`src/rtl/result_store_ctrl_pkg.sv`:
```
// result_store_pkg: shared widths, frame length, FSM states and result-group type
// for the result store controller.
package result_store_pkg;
    localparam int RES_W = 18;
    localparam int DATA_W = 32;
    localparam int ADDR_W = 8;
    localparam int RES_PER_FRAME = 16;
    typedef enum logic {IDLE, WRITE} state_t;
    typedef logic [3:0][RES_W-1:0] group_t;
endpackage

```
`src/rtl/result_store_ctrl_fifo.sv`:
```
// result_fifo: 2-entry queue of result groups; a push is accepted together with
// a pop even when full.
module result_fifo
    import result_store_pkg::*;
#(
    parameter int W = $bits(group_t)
) (
    input  logic         clk,
    input  logic         rst,
    input  logic         clear,
    input  logic         push,
    input  logic         pop,
    input  logic [W-1:0] din,
    output logic [W-1:0] dout,
    output logic         full,
    output logic         empty
);
    logic [W-1:0] mem_q [2];
    logic         wr_q, wr_d, rd_q, rd_d;
    logic [1:0]   cnt_q, cnt_d;

    always_comb begin
        wr_d  = clear ? 1'b0 : wr_q ^ push;
        rd_d  = clear ? 1'b0 : rd_q ^ pop;
        cnt_d = clear ? 2'd0 : cnt_q + 2'(push) - 2'(pop);
    end

    always_ff @(posedge clk or negedge rst) begin
        if (!rst) begin
            wr_q  <= 1'b0;
            rd_q  <= 1'b0;
            cnt_q <= 2'd0;
        end else begin
            wr_q  <= wr_d;
            rd_q  <= rd_d;
            cnt_q <= cnt_d;
        end
    end

    always_ff @(posedge clk) begin
        if (push) mem_q[wr_q] <= din;
    end

    assign dout  = mem_q[rd_q];
    assign full  = cnt_q == 2'd2;
    assign empty = cnt_q == 2'd0;
endmodule

```
`src/rtl/result_store_ctrl.sv`:
```
// result_store_ctrl: buffers MU1..MU4 result groups and writes them one word per
// cycle to the output SRAM. `define RESULT_MAX_EN adds per-frame maximum tracking.
module result_store_ctrl #(
    parameter int RES_W = 18,
    parameter int DATA_W = 32,
    parameter int ADDR_W = 8,
    parameter int RES_PER_FRAME = 16
) (
    input  logic              clk,
    input  logic              rst,
    input  logic              clear,
    input  logic [RES_W-1:0]  MU1,
    input  logic [RES_W-1:0]  MU2,
    input  logic [RES_W-1:0]  MU3,
    input  logic [RES_W-1:0]  MU4,
    input  logic              web,
    input  logic              ALU_done,
    output logic              ram_csn,
    output logic              ram_wen,
    output logic [ADDR_W-1:0] ram_addr,
    output logic [DATA_W-1:0] ram_wdata,
    output logic              store_done,
    output logic              ovf_err,
    output logic              frame_err,
    output logic [RES_W-1:0]  max_val,
    output logic [ADDR_W-1:0] max_addr
);
    import result_store_pkg::*;

    state_t                  state_q, state_d;
    logic [1:0]              lane_q, lane_d;
    logic [ADDR_W-1:0]       word_cnt_q, word_cnt_d, base_q, base_d, grp_cnt_q, grp_cnt_d;
    logic                    ovf_q, ovf_d, frame_err_q, frame_err_d, done_q, done_d;
    logic                    active, pop, push, last, full, empty;
    logic [3:0][RES_W-1:0]   head;
    logic [RES_W-1:0]        lane_res;
    logic [ADDR_W+1:0]       words;

    result_fifo #(.W(4 * RES_W)) u_fifo (
        .clk   (clk),
        .rst   (rst),
        .clear (clear),
        .push  (push),
        .pop   (pop),
        .din   ({MU4, MU3, MU2, MU1}),
        .dout  (head),
        .full  (full),
        .empty (empty)
    );

    // WRITE is held exactly while the queue holds an entry, so a strobe is
    // written on the very next cycle with no IDLE bubble.
    always_comb begin
        active      = state_q == WRITE;
        lane_res    = head[lane_q];
        pop         = active && lane_q == 2'd3;
        push        = web && (!full || pop);
        last        = active && word_cnt_q == ADDR_W'(RES_PER_FRAME - 1);
        words       = {grp_cnt_q + ADDR_W'(push), 2'b00};
        state_d     = (push || full || (!empty && !pop)) ? WRITE : IDLE;
        lane_d      = active ? lane_q + 2'd1 : 2'd0;
        word_cnt_d  = last ? '0 : word_cnt_q + ADDR_W'(active);
        base_d      = last ? base_q + ADDR_W'(RES_PER_FRAME) : base_q;
        grp_cnt_d   = ALU_done ? '0 : grp_cnt_q + ADDR_W'(push);
        frame_err_d = frame_err_q || (ALU_done && words != (ADDR_W + 2)'(RES_PER_FRAME));
        ovf_d       = ovf_q || (web && !push);
        done_d      = last;
        if (clear) begin
            state_d     = IDLE;
            lane_d      = 2'd0;
            word_cnt_d  = '0;
            base_d      = '0;
            grp_cnt_d   = '0;
            frame_err_d = 1'b0;
            ovf_d       = 1'b0;
            done_d      = 1'b0;
        end
    end

    always_ff @(posedge clk or negedge rst) begin
        if (!rst) begin
            state_q     <= IDLE;
            lane_q      <= 2'd0;
            word_cnt_q  <= '0;
            base_q      <= '0;
            grp_cnt_q   <= '0;
            frame_err_q <= 1'b0;
            ovf_q       <= 1'b0;
            done_q      <= 1'b0;
        end else begin
            state_q     <= state_d;
            lane_q      <= lane_d;
            word_cnt_q  <= word_cnt_d;
            base_q      <= base_d;
            grp_cnt_q   <= grp_cnt_d;
            frame_err_q <= frame_err_d;
            ovf_q       <= ovf_d;
            done_q      <= done_d;
        end
    end

    assign ram_csn    = !active;
    assign ram_wen    = !active;
    assign ram_addr   = base_q + word_cnt_q;
    assign ram_wdata  = active ? DATA_W'(lane_res) : '0;
    assign store_done = done_q;
    assign ovf_err    = ovf_q;
    assign frame_err  = frame_err_q;

`ifdef RESULT_MAX_EN
    logic [RES_W-1:0]  max_val_q, max_val_d;
    logic [ADDR_W-1:0] max_addr_q, max_addr_d;
    logic              first_q, first_d, upd;

    // The first write of a frame always seeds the tracker; ties keep the older address.
    always_comb begin
        upd        = active && (first_q || lane_res > max_val_q);
        max_val_d  = upd ? lane_res : max_val_q;
        max_addr_d = upd ? ram_addr : max_addr_q;
        first_d    = last || (first_q && !active);
        if (clear) begin
            max_val_d  = '0;
            max_addr_d = '0;
            first_d    = 1'b1;
        end
    end

    always_ff @(posedge clk or negedge rst) begin
        if (!rst) begin
            max_val_q  <= '0;
            max_addr_q <= '0;
            first_q    <= 1'b1;
        end else begin
            max_val_q  <= max_val_d;
            max_addr_q <= max_addr_d;
            first_q    <= first_d;
        end
    end

    assign max_val  = upd ? lane_res : max_val_q;
    assign max_addr = upd ? ram_addr : max_addr_q;
`else
    assign max_val  = '0;
    assign max_addr = '0;
`endif
endmodule

```
`config.mk`:
```
export PLATFORM = sky130hd
export DESIGN_NAME = result_store_ctrl
export DESIGN_NICKNAME = d
export VERILOG_FILES = /design/src/rtl/result_store_ctrl_pkg.sv /design/src/rtl/result_store_ctrl_fifo.sv /design/src/rtl/result_store_ctrl.sv
export SDC_FILE = /design/constraint.sdc
export NUM_CORES = 1
export LEC_CHECK = 0
export CORE_MARGIN = 4
export CORE_UTILIZATION = 40
export CTS_CLUSTER_DIAMETER = 150
export DETAILED_ROUTE_END_ITERATION = 10
export PLACE_DENSITY = 0.69
export SLEW_MARGIN = 20
export SYNTH_ARGS = -nofsm -noshare
export SYNTH_HDL_FRONTEND = slang
export SYNTH_SLANG_ARGS = --single-unit
```
`constraint.sdc`:
```
create_clock -name clk -period 3.04 [get_ports clk]
set_input_delay 0.608 -clock clk [delete_from_list [all_inputs] [get_ports clk]]
set_output_delay 0.608 -clock clk [all_outputs]
set_load 0.005 [all_outputs]
```
==> results.cfg <==
[run_status]
status = complete, no violations

[timing]
slew_headroom_pct = 63.2
worst_pin_slew_ns = 0.551
finalCritPeriodShare_pct = 94.9
finalClockSkew_ns = 0.00569
period_needed_ns = 2.89
final_max_slew_viol_count = 0
holdWs_ns = 0.531
max_freq_mhz = 347
rsz0062_at_grt = false
finalSetupViolCount = 0
hold_viol_final = 0

[finish]
diodes = 0
area_delta_synth_final_pct = 26.4
finish.instance_area_mm2 = 0.00929
drive_gt1_share_pct = 16.0
fin_util_pct = 51.5
fill_cells = 1482
final_nets = 634
layout.cells.non_filler = 785

[floorplan]
core_mm2 = 0.0180
rows = 49
die_area_mm2 = 0.0206
io_pins = 148
die_w_um = 143
start_util_pct = 40.7
die_y_um = 143

[drt]
top_layer = met4
wl_met2_mm = 7.18
drtPass1Iterations = 4
wl_per_cell_um = 17.9
drc = 0
ant_nets = 0
wl_mm = 14.1
met1_length_mm = 5.93
vias_per_cell = 4.92
wl_met3_um = 712
drtIter0Drc = 199
vias = 3860

[critical_path]
end_kind = output pin
cp-start-kind = register
critPathMaxFanout = 16
r2r_cells = 8
reg2reg_slack_ns = 0.68
r2r_start = lane_q[0]
rr_endpoint = frame_err
path_class = reg2out
crit_required_ns = 2.43
critPathCapture = ram_wdata[10]
crit_path_start = u_fifo.rd_q
worstPathArrival_ns = 2.28

[logic_synthesis]
yosysTopAreaCell = edfxtp_1
synth.distinct_cells = 37
synth-edff-count = 144
synth_area_leaders = edfxtp_1 59%, mux4_2 11%, dfrtp_1 10%
syn-cell-area_mm2 = 0.00734
yosys_register_bits = 174
synth.most_common_cell = edfxtp_1
synth_async_sr_flop_share_pct = 17.2
yosys_warnings = 0
synthCells = 426
synthTopCellsByCount = 144 x edfxtp_1, 46 x buf_4, 44 x nor2_1, 36 x mux4_2, 30 x dfrtp_1
synth_flop_cell = edfxtp_1
ys_seq_area_share_pct = 69.1
syn_avg_cell_area_um2 = 17.2
synth_top_cell_area_share_pct = 58.9

[clock_network]
cts-root-buf = clkbuf_16
clockBufferDepth = 2
clk_latency_ns = 0.42
htree_levels = 4
cts_made_buffers = 17
clk_pin_slew_ns = 0.07
cts_tree = done
cts.sinks = 174
cts_hold_buffers = 0

[power]
peakVddDrop_mv = 0.400
p_per_area_mw_per_mm2 = 603
fin_total_pwr_w = 0.00559
p_leak_nw = 3.33

[placed_design]
placed_area_mm2 = 0.00866
hpwl_mm = 9.36
port_buffers = 107
dp_cells = 753
globalplace.congestion = 0.775

[global_routing]
grt_pass1_vias = 3999
grt_max_degree = 38
antenna_found_initial = 0
grt_use_total_pct = 14.0
grt_overflow = 0
grt_pass1_wl_mm = 21.6

[worst_hold_path]
worstHoldPathType = reg2reg

[flow_run]
cap_violations = 0
-- metal layers --
layer  global-route usage, %  vias up
li1                        -     1760
met2                    23.6      131
met5                       0        -
met4                    5.40        0
met3                    3.49       17
met1                    17.6     1952
-- critical path, cell delays in order (launching register included) --
cell and delay (ns):
dfrtp_2 0.43, buf_12 0.21, mux4_2 0.54, mux2i_1 0.16, nor2_1 0.05, clkdlybuf4s50_1 0.46
-- cells by family after synthesis --
logic type,after synthesis,synth area share [%]
compound gates,12,0.988
mux,56,13.8
flops,174,69.1
buf+inv,70,6.12
fa+ha+maj,13,2.22
other cells,1,0.0511
xor+xnor,21,2.50
simple gates,79,5.25
-- report_power, final --
part           internal (W)  leakage [nW]  total [W]  switching [W]
Combinational      0.000298          1.29   0.000561       0.000263
Sequential          0.00279          1.76    0.00283      0.0000456
Clock               0.00130         0.286    0.00220       0.000902
-- metrics by stage --
stage / setup TNS, ns / setup slack (ns)
6_report: 0 / 0.154
5_1_grt: 0 / 0.0171
4_1_cts: 0 / 0.0168
3_5_place_dp: 0 / 0.189
3_3_place_gp: 0 / 0.193
2_1_floorplan: -35.72 / -0.248
-- cell type report --
class	count	area, um^2	area share [%]
flip-flops and latches	174	5080	54.7
inverters	8	30.0	0.323
well taps	229	287	3.09
repair buffers	122	1300	14.0
clock buffers	19	433	4.66
multi-input cells	221	1990	21.5
clock inverters	12	160	1.72
-- repair_timing --
action                     CTS  global route
resized for setup            0             2
buffers inserted             0             0
setup endpoints to repair    0            12
-- placed cells by master, fill, tap and decap left out, drive strengths merged, types with 13 or more instances in the layout --
master and count:
clkdlybuf4s50 106, ha 13, dfrtp 30, conb 40, buf 14, xor2 16
nor2 44, mux2i 20, inv 13, clkbuf 20, edfxtp 144, mux4 36
-- worst min-delay path by stage --
stage	start	to	slack, ns	depth (start not counted)
6_report	ovf_err	ovf_err	0.53	2
5_1_grt	rst	grp_cnt_q[5]	0.56	1
4_1_cts	rst	grp_cnt_q[5]	0.53	1
3_5_place_dp	ovf_err	ovf_err	0.51	2
3_3_place_gp	ovf_err	ovf_err	0.50	2
2_1_floorplan	rst	active	0.31	0
-- sequential cells by signal, indices dropped and copies added (netlist names) --
| register | flops |
|---|---|
| lane_q | 2 |
| frame_err | 1 |
| word_cnt_q | 8 |
| active | 1 |
| u_fifo.wr_q | 1 |
| ovf_err | 1 |
| store_done | 1 |
| u_fifo.rd_q | 1 |
| grp_cnt_q | 8 |
| base_q | 4 |
| u_fifo.cnt_q | 2 |
| u_fifo.mem_q | 144 |
Note: power is estimated with default switching activity, not from simulation.
